$ cat config.mk
export PLATFORM = sky130hd
export DESIGN_NAME = free_list
export DESIGN_NICKNAME = d
export VERILOG_FILES = /design/src/rtl/free_list.sv
export SDC_FILE = /design/constraint.sdc
export NUM_CORES = 1
export LEC_CHECK = 0
export CAP_MARGIN = 0
export CELL_PAD_IN_SITES_DETAIL_PLACEMENT = 1
export CELL_PAD_IN_SITES_GLOBAL_PLACEMENT = 1
export CORE_ASPECT_RATIO = 1.2
export CORE_MARGIN = 5
export CORE_UTILIZATION = 55
export DETAILED_ROUTE_END_ITERATION = 6
export DONT_BUFFER_PORTS = 1
export GPL_TIMING_DRIVEN = 1
export MAX_ROUTING_LAYER = met4
export PLACE_DENSITY_LB_ADDON = 0.25
export SYNTH_ARGS = -nofsm -noshare
export SYNTH_HDL_FRONTEND = slang
export SYNTH_SLANG_ARGS = --single-unit
$ cat constraint.sdc
create_clock -name clock -period 5.29 [get_ports clock]
set_clock_uncertainty 0.2 [all_clocks]
set_input_delay 1.058 -clock clock [delete_from_list [all_inputs] [get_ports clock]]
set_output_delay 1.058 -clock clock [all_outputs]
set_load 0.02 [all_outputs]
$ cat src/rtl/free_list.sv
// ---------------------------------------------------------------------------
// free_list
// Circular FIFO of free physical-register tags feeding the rename stage.
// Dispatch pops the head tag, retire pushes the freed T_old at the tail, and
// squash rolls the speculative head back to the committed head in one cycle.
//
// Ports
//   clock        rising-edge clock
//   reset        synchronous, active-high
//   alloc_req    dispatch consumes alloc_tag this cycle
//   alloc_tag    tag at head (show-ahead, combinational from storage)
//   alloc_valid  list non-empty; alloc_tag is meaningful
//   retire_en    oldest ROB entry retires this cycle
//   retire_told  T_old of the retiring instruction, pushed at tail
//   squash       mispredict recovery; head <= commit head
//   free_count   number of free tags, 0..DEPTH
// ---------------------------------------------------------------------------
module free_list #(
    parameter int NUM_PHYS_REGS = 64,
    parameter int NUM_ARCH_REGS = 32,
    parameter int TAG_BITS      = $clog2(NUM_PHYS_REGS),
    parameter int DEPTH         = NUM_PHYS_REGS - NUM_ARCH_REGS
) (
    input  logic                      clock,
    input  logic                      reset,
    input  logic                      alloc_req,
    output logic [TAG_BITS-1:0]       alloc_tag,
    output logic                      alloc_valid,
    input  logic                      retire_en,
    input  logic [TAG_BITS-1:0]       retire_told,
    input  logic                      squash,
    output logic [$clog2(DEPTH):0]    free_count
);
    localparam int IDX = $clog2(DEPTH);
    localparam int PTR = IDX + 1;

    logic [TAG_BITS-1:0] mem_q [DEPTH];
    logic [TAG_BITS-1:0] mem_d [DEPTH];
    logic [PTR-1:0]      head_q, head_d;
    logic [PTR-1:0]      tail_q, tail_d;
    logic [PTR-1:0]      commit_q, commit_d;

    logic empty, full, alloc_fire, push;
    logic [PTR-1:0] inflight;

    // Pointers carry an extra wrap bit so full and empty are distinguishable.
    assign empty       = (head_q == tail_q);
    assign full        = (head_q[IDX-1:0] == tail_q[IDX-1:0]) && (head_q[IDX] != tail_q[IDX]);
    assign alloc_valid = !empty;
    assign alloc_tag   = mem_q[head_q[IDX-1:0]];
    assign free_count  = tail_q - head_q;
    assign inflight    = head_q - commit_q;

    // Empty is taken from registered state, so a same-cycle push is never
    // bypassed to a waiting alloc_req.
    assign alloc_fire = alloc_req && !empty && !squash;
    assign push       = retire_en && !full;

    always_comb begin
        mem_d    = mem_q;
        head_d   = head_q;
        tail_d   = tail_q;
        commit_d = commit_q;
        if (push) begin
            mem_d[tail_q[IDX-1:0]] = retire_told;
            tail_d                 = tail_q + PTR'(1);
        end
        if (retire_en)
            commit_d = commit_q + PTR'(1);
        // Squash restores to the commit head including this cycle's retire.
        if (squash)
            head_d = commit_d;
        else if (alloc_fire)
            head_d = head_q + PTR'(1);
    end

    always_ff @(posedge clock) begin
        if (reset) begin
            for (int i = 0; i < DEPTH; i++)
                mem_q[i] <= TAG_BITS'(NUM_ARCH_REGS + i);
            head_q   <= '0;
            commit_q <= '0;
            tail_q   <= {1'b1, {IDX{1'b0}}};
        end else begin
            mem_q    <= mem_d;
            head_q   <= head_d;
            tail_q   <= tail_d;
            commit_q <= commit_d;
        end
    end

    a_count_bound: assert property (@(posedge clock) disable iff (reset)
        free_count <= PTR'(DEPTH));
    a_inflight_bound: assert property (@(posedge clock) disable iff (reset)
        inflight <= PTR'(DEPTH));
    a_no_retire_past_head: assert property (@(posedge clock) disable iff (reset)
        retire_en |-> (inflight != '0) || (alloc_req && !empty && !squash));
endmodule

### Word level (Yosys, flattened, before mapping)

Cells that the tools add are included.

| word-level totals | value |
|---|---|
| memory bits (writable) | 0 |
| latch bits | 0 |
| logic and storage cells | 65 |
| bits in read-only memories | 0 |
| memories kept | 0 |
| input bits | 11 |
| register bits | 210 |
| output and inout bits | 13 |

| operators by class | value |
|---|---|
| add/sub/neg operators | 4 |
| eq/ne operators | 3 |
| bitwise gates (word level) | 2 |
| divide/modulo/power cells | 0 |
| magnitude comparators | 3 |
| reduce and logical (&&, ||, !) cells | 9 |
| shifts and indexed selects | 0 |
| multipliers | 0 |
| mux-type cells | 9 |

Operators with widths:

| kind | count |
|---|---|
| bitwise mux 192 bit | 1 |
| two-way mux 6 bit | 6 |
| binary-select mux 6 bit (select 5 bit) | 1 |
| demux 6 bit (select 5 bit) | 1 |
| adder 6 x 1 -> 6 bit, second input constant | 3 |
| greater-or-equal comparator 6 bit, second input constant | 2 |
| inverter 5 -> 6 bit | 2 |
| == test 6 bit | 1 |
| < comparator 6 x 1 -> 1 bit, second input constant | 1 |
| subtractor 6 bit | 1 |
| == test 5 bit | 1 |
| logical AND 1 bit | 5 |
| logical NOT 1 bit | 3 |
| nonzero test 2 bit | 1 |
| != test 1 bit | 1 |

### Depth between registers and ports, before layout

Gate-level depths: netlist (run 1).

| depth | value |
|---|---|
| depth in word-level cells | 6 |
| depth in mapped cells | 11 |
| depth with buffers taken out | 7 |

### Worst setup path after synthesis (run 1)

No wires, ideal clock.

| timing path | value |
|---|---|
| path type | register -> output |
| start point | reg head_q[4] |
| end point | out free_count[5] |
| buffers on the path | 3 |
| setup slack | 1.937 ns |
| stages on the path, launching flop included | 9 |
| data arrival time | 2.095 ns |
| required time | 4.032 ns |
| cells stage by stage | dfxtp_1 -> clkbuf_1 -> inv_1 -> ha_1 -> buf_2 -> clkbuf_1 -> nor3_1 -> a211oi_1 -> o211ai_1 |

| between the ends | value |
|---|---|
| cells in the longest elaborated chain, start to end | 1 |

RTL lines:

| item | RTL line | RTL |
|---|---|---|
| from (decl) | 39 | `logic [PTR-1:0] head_q, head_d;` |
| from (signal assigned) | 81 | `head_q <= '0;` |
| from (signal assigned) | 86 | `head_q <= head_d;` |
| subtractor 6 bit | 51 | `assign free_count = tail_q - head_q;` |
| to (decl) | 32 | `output logic [$clog2(DEPTH):0] free_count` |

Every way passes these cells.

### Final worst setup path (run 1)

| timing path | value |
|---|---|
| start point | reg head_q[1] |
| end point | out alloc_tag[4] |

| between the ends | value |
|---|---|
| cells in the longest elaborated chain, start to end | 4 |

RTL lines:

| item | RTL line | RTL |
|---|---|---|
| inverter 5 -> 6 bit (implied by the code) | 50 | `assign alloc_tag = mem_q[head_q[IDX-1:0]];` |
| binary-select mux 6 bit (select 5 bit) | 50 |  |
| two-way mux 6 bit (implied by the code) (2 in a row) | 50 |  |
| to (decl) | 27 | `output logic [TAG_BITS-1:0] alloc_tag,` |

Every way passes these cells. The select of a mux whose other input is x is not followed.

==> results of run 1 <==
cell families after synthesis:
| group | after synthesis | share of synthesized area [%] |
|---|---|---|
| and+or+nand+nor | 265 | 12.82 |
| DFF | 210 | 42.39 |
| AOI/OAI and AO/OA | 185 | 16.15 |
| muxes | 164 | 21.23 |
| buffers and inverters | 95 | 4.403 |
| xor gates and xnor gates | 14 | 1.426 |
| adders and majority gates | 12 | 1.589 |
power by group:
group	internal (uW)	switching [uW]	total (uW)	leakage, uW
Combinational	133	274	406	0.00162
Clock	1030	657	1690	0.000397
Sequential	1600	38.7	1640	0.00170
Total	2770	969	3730	0.00372
sequential cells by signal (all words and copies together), names as in the netlist:
name,count
mem_q,192
commit_q,6
head_q,6
tail_q,6
critical path, stage by stage, from the launching register on:
cell,delay (ns)
dfxtp_1,0.88
inv_1,0.20
nor2_1,0.69
a211oi_1,0.19
a311oi_1,0.54
buf_4,0.24
stage by stage:
| step | instances | total power, uW | utilization [%] |
|---|---|---|---|
| 2_1_floorplan | 945 | 2028 | - |
| 3_3_place_gp | 1099 | 2059 | 56.31 |
| 5_1_grt | 1141 | 3848 | 60.89 |
| 6_report | 1141 | 3734 | 60.89 |
| 4_1_cts | 1141 | 3749 | 60.87 |
| 3_5_place_dp | 1099 | 2077 | 56.31 |
worst paths after layout:
path	startpoint	to	slack (ns)
max	head_q[1]$_SDFFE_PP0P_	alloc_tag[4]	0.77
min	mem_q[165]$_SDFFE_PP0P_	mem_q[165]$_SDFFE_PP0P_	0.29
max reg2reg	head_q[1]$_SDFFE_PP0P_	head_q[2]$_SDFFE_PP0P_	1.67
min reg2reg	mem_q[165]$_SDFFE_PP0P_	mem_q[165]$_SDFFE_PP0P_	0.29
final cells by class:
type,count,area (sq um),share of cell area [%]
Tap cell,220,275.3,2.563
Clock buffer,32,669.4,6.233
Timing Repair Buffer,15,112.6,1.048
Multi-Input combinational cell,640,5288,49.23
Clock inverter,10,135.1,1.258
Sequential cell,210,4208,39.18
Inverter,14,52.55,0.4893
routing by layer:
layer | wire length [um] | vias up | GRT usage [%]
met5 | 0 | - | -
met4 | 1486 | 0 | 14.31
met3 | 1846 | 83 | 5.754
met2 | 14740 | 231 | 49.40
met1 | 11330 | 3829 | 33.01
li1 | - | 3391 | -
layout by cell type (no fill, tap or decap), drive strengths merged, types with 3 or more instances in the layout:
cell type    n
a22oi       15
xor2         5
nor3        96
or3          3
a21oi      106
o221ai      11
nand2b      12
or3b         4
mux2i      126
nand4        3
nand3b       5
xnor2        9
ha          11
a311oi      30
inv         15
a21o         3
bufinv       3
dfxtp      210
a31oi        5
buf         15
clkinv       5
mux4        37
nand2       14
clkbuf      32
nor2       114
nand3        6
==> results.md, run 1 <==
- GRT Util Overall: 29.09%
- Nets: between 900 and 1000
- Vias in the first global route: 7949
- Final Max Tran Viols: 0
- Crit start category: register
- First-pass GRT wire length: 46.17 mm
- Die Span Y: 157.1 um
- Post-synth EDFFs: 0
- FILL cells: 1836
- Dpl hpwl: 19.36 mm
- Hold Worst Slack: 0.2875 ns
- Area of the core: roughly 0.018 sq mm
- Detailed-route wire length per cell: 25.77 um
- Setup TNS: 0 ns
- Post-route ant nets: 0
- Max FO, Critical Path: 15
- RSZ-0062 raised after global routing: no
- CTS Buf Count: 23
- Total grt overflow: 0
- Worst EP arrival: 3.26 ns
- Area growth syn-to-layout: 8.288%
- H-tree levels: 1
- CTS resizes: 0
- Async SR Flop Fraction: 0%
- Site Rows: 53
- Fmax: approximately 220 MHz
- CP Data Required Time: about 4.0 ns
- First-pass DRT Iterations: 5
- Final instance area: 0.01074 sq mm
- Hold_buf cts: 0
- Layout cells sized above 1: 14.66%
- Status: finished clean
- Port bufs: 0
- Pwr Density: 347.7 mW/mm^2
- Die X-Extent: 132.6 um
- Area share of the leading cell type in the synthesized netlist: 42.39%
- Leakage: 0.003720 uW
- Final worst-path cycle share: between 80% and 90%
- Total Die Area: 0.02083 sq mm
- Vias per inst: 6.603
- Setup bufs post-CTS: 0
- Class of the most critical setup path: register to output pin
- Fin crit period: 4.519 ns
- # diodes: 0
- Worst hold path type: register to register
- Largest area contributor in the netlist: dfxtp_1
- Critical Path End Type: output pin
- Synthesized cell area: 0.009918 sq mm
- Worst ir drop on vdd: 0.2572 mV
- Initial DRC count: 558
- Syn Inst Count: between 900 and 1000
- Yosys reg bits: 210
- Clock buffer depth: 3
- Max-cap violation count: 0
- Seq/Total Area, Yosys: 42.39%
- IO Pins: 24
- Clock-pin transition on the worst setup and hold timing paths: 0.06 ns
- Hold Fails Final Rpt: 0
- Worst hold stages: 2
- Count leader, synth: dfxtp_1
- Largest cells by area after synthesis: dfxtp_1 42%, mux2i_1 13%, mux4_2 8.4%, a311oi_4 6.1%, a21oi_1 5.3%
- Setup WS pre-CTS: between 1 and 1.5 ns
- Final worst slack: 0.7708 ns
- Skew-Pair Late Insertion Delay: 0.51 ns
- Clk root buf: clkbuf_16
- Cell area after placement: 0.009933 sq mm
- Synth Flop Type: dfxtp_1
- GP Congestion: about 0.91
- Initial Utilization: 56.23%
- Final WL: 29.41 mm
- Initial antenna violation count: 0
- Synth warn: 0
- Synth top cells by count: 210 x dfxtp_1, 126 x mux2i_1, 114 x nor2_1, 106 x a21oi_1, 96 x nor3_1
- Largest net degree at the start of global routing: 221
- Worst-Margin Slew: 0.9812 ns
- Synth unique cells: 54
- Worst r2r path cells: 6
- Final setup violation count: 0
- Syn_nets: 968
- Max-slew headroom: 34.52%
- CTS tree: built
- Clock Sinks: 210
- Remaining DRCs: 0
- Via count: 7534
- Post-Syn Area per Cell: 10.50 sq um
No activity file was read; power rests on OpenSTA's default activity.
==> run 2, diff against run 1 <==
CORE_UTILIZATION = 50   (was 55)
==> run 2 against run 1 <==
Hold slack better by 0.0024 ns; via count decreased by 2.5%; wire length down 4.8%; clock power decreased by 8%; final area decreased by 0.26%; largest cell class unchanged; register-to-register slack better by 0.25 ns; highest routed layer unchanged; die area is 9.3% higher.
==> results.md, run 2 (same netlist as run 1, synthesis figures left out) <==
- Most frequent cells in the layout: 209 x dfxtp_1, 126 x mux2i_1, 112 x nor2_1, 106 x a21oi_1, 96 x nor3_1
- CP Cell Sequence: buf_4 -> mux2i_1 -> o221ai_1 -> a211oi_1 -> a311oi_1 -> buf_4
- GP Congestion: 0.8389 (-7.4%)
- Remaining DRCs: 0 (unchanged)
- Die Span Y: 164.3 um (+4.6%)
- Initial DRC count: 444 (-20%)
- Layout cells sized above 1: 14.04% (-0.62 points)
- Clock share of power: 43.3% (-1.9 points)
- Final Max Tran Viols: 0 (unchanged)
- Crit-path max cell delay: 0.75 ns (-0.13 ns)
- CTS tree: built
- Total Die Area: 0.02277 sq mm (+9.3%)
- Skew-Pair Late Insertion Delay: 0.51 ns (about the same)
- Slowest cell on crit path: dfxtp_4
- Worst r2r path cells: 6 (unchanged)
- Top reg by flops: mem_q
- First-pass DRT Iterations: 5 (unchanged)
- Class of the most critical setup path: register to output pin
- IO Pins: 24 (unchanged)
- Area of the core: 0.01955 sq mm (+11%)
- Via count: 7347 (-2.5%)
- Die X-Extent: 138.6 um (+4.5%)
- Reg-to-reg endpoint: head_q[2]$_SDFFE_PP0P_
- FILL cells: 2065 (+12%)
- Hold_buf cts: 0 (unchanged)
- Critical Path End Type: output pin
- Port bufs: 0 (unchanged)
- Most frequent CP cell: buf_4
- Max-cap violation count: 0 (unchanged)
- Nets: 926 (-0.11%)
- Max FO, Critical Path: 33 (+18)
- Seq pwr share: 45.4% (+1.5 points)
- Final setup violation count: 0 (unchanged)
- Worst-Margin Slew: 1.270 ns (+0.2890 ns)
- Cell area after placement: 0.009977 sq mm (+0.44%)
- Site Rows: 56 (+5.7%)
- Max reg flops: 192 (unchanged)
- Post-route ant nets: 0 (unchanged)
- Initial Utilization: 50.74% (-5.5 points)
- Fmax: 227.6 MHz (+2.9%)
- Clock buffer depth: 3 (unchanged)
- Reg2reg start: head_q[3]$_SDFFE_PP0P_
- Final instance area: 0.01071 sq mm (-0.26%)
- Detailed-route wire length per cell: 23.73 um (-7.9%)
- Worst hold path type: register to register
- Clk root buf: clkbuf_16
- P_sw: 948.8 uW (-2.1%)
- Initial antenna violation count: 0 (unchanged)
- # diodes: 0 (unchanged)
- Storage element area: 0.004208 sq mm (unchanged)
- Setup WS pre-CTS: 1.429 ns (+0.06992 ns)
- Vias in the first global route: 7807 (-1.8%)
- Hold Fails Final Rpt: 0 (unchanged)
- First-pass GRT wire length: 44.38 mm (-3.9%)
- Fin crit period: 4.394 ns (-0.1254 ns)
- Vias per inst: 6.226 (-5.7%)
- Min-Delay Startpoint: mem_q[172]$_SDFFE_PP0P_
- Status: finished clean
- Final WL: 28.00 mm (-4.8%)
- Largest net degree at the start of global routing: 221 (unchanged)
- Internal Power: 2654 uW (-4.0%)
- Total grt overflow: 0 (unchanged)
- Leakage: 0.003675 uW (-1.2%)
- CTS Buf Count: 23 (unchanged)
- CTS resizes: 0 (unchanged)
- RSZ-0062 raised after global routing: no
- Area growth syn-to-layout: 8.011%
- Worst ir drop on vdd: 0.2534 mV (-1.5%)
- Dpl hpwl: 18.86 mm (-2.6%)
- Worst EP arrival: 3.14 ns (-0.12 ns)
- Multi-input gate area: 0.005285 sq mm (about the same)
- Clock-pin transition on the worst setup and hold timing paths: 0.06 ns (about the same)
- CP Data Required Time: 4.03 ns (about the same)
- Crit start category: register
- H-tree levels: 1 (unchanged)
- Pwr Density: 336.3 mW/mm^2 (-3.3%)
- Setup TNS: 0 ns (unchanged)
- GRT Util Overall: 25.10% (-4.0 points)
- Worst hold stages: 2 (unchanged)
- Clock Sinks: 210 (unchanged)
- Gate power share: 11.3% (+0.4 points)
- Max-slew headroom: 15.01% (-20 points)
- Final worst-path cycle share: 83.06% (-2.4 points)
- Setup bufs post-CTS: 0 (unchanged)
- Final worst slack: 0.8962 ns (+0.1254 ns)
- Sw frac: 26.33% (+0.38 points)
- Worst-case hold path end point: mem_q[172]$_SDFFE_PP0P_
- FF-to-FF setup slack: 1.92 ns (+0.25 ns)
- Most common cell after layout, fill and taps aside: dfxtp_1
-- run 2: changes by cell type in the layout (fill, tap and decap cells not counted), sizes merged --
cell	previous run	this run
bufinv	3	1
clkinvlp	1	2
clkinv	5	3
clkbuf	32	34
buf	15	14
-- run 2: metal layers --
| layer | global-route usage (%) | wire (um) | vias up |
|---|---|---|---|
| met4 | 9.209 | 1094 | 0 |
| met3 | 3.407 | 1050 | 56 |
| met1 | 28.59 | 11490 | 3767 |
| met5 | - | 0 | - |
| met2 | 45.29 | 14370 | 135 |
| li1 | - | - | 3389 |
-- run 2: per-stage QoR --
stage / hold slack (ns) / total power (uW) / std cells / utilization [%]
finish: 0.2899 / 3603 / 1180 / 54.80
global route: 0.3066 / 3727 / 1180 / 54.80
CTS: 0.2892 / 3629 / 1180 / 54.80
detailed placement: 0.2719 / 2075 / 1139 / 51.04
global placement: 0.2593 / 2058 / 1139 / 51.04
floorplan: 0.2495 / 2028 / 945 / -
-- run 2: how the worst max path moves through the flow --
stage / to / depth (start not counted) / startpoint
6_report: alloc_tag[4] / 6 / head_q[0]$_SDFFE_PP0P_
5_1_grt: alloc_tag[4] / 6 / head_q[0]$_SDFFE_PP0P_
4_1_cts: alloc_tag[4] / 6 / head_q[0]$_SDFFE_PP0P_
3_5_place_dp: alloc_tag[2] / 5 / head_q[0]$_SDFFE_PP0P_
3_3_place_gp: alloc_tag[4] / 6 / head_q[0]$_SDFFE_PP0P_
2_1_floorplan: free_count[5] / 8 / head_q[4]$_SDFFE_PP0P_
-- run 2: layout make-up --
| class | count | area share [%] |
|---|---|---|
| Sequential cell | 210 | 39.28 |
| Tap cell | 261 | 3.048 |
| Clock inverter | 7 | 0.6424 |
| Timing Repair Buffer | 14 | 0.9811 |
| Clock buffer | 34 | 6.225 |
| Multi-Input combinational cell | 640 | 49.33 |
| Inverter | 14 | 0.4905 |
-- run 2: power groups by stage --
stage | Clock [uW] | Sequential [uW] | Combinational [uW]
after floorplan | 0 | 1650 | 382
after CTS | 1590 | 1630 | 408
after global routing | 1660 | 1640 | 430
after detailed placement | 0 | 1670 | 406
final | 1560 | 1630 | 409
after global placement | 0 | 1670 | 391
-- run 2: critical path: cells and delay by family (launching register included) --
| family | cells | cell delay [ns] |
|---|---|---|
| AOI/OAI and AO/OA | 3 | 0.80 |
| muxes | 1 | 0.17 |
| buffers and inverters | 2 | 0.84 |
| DFF | 1 | 0.75 |
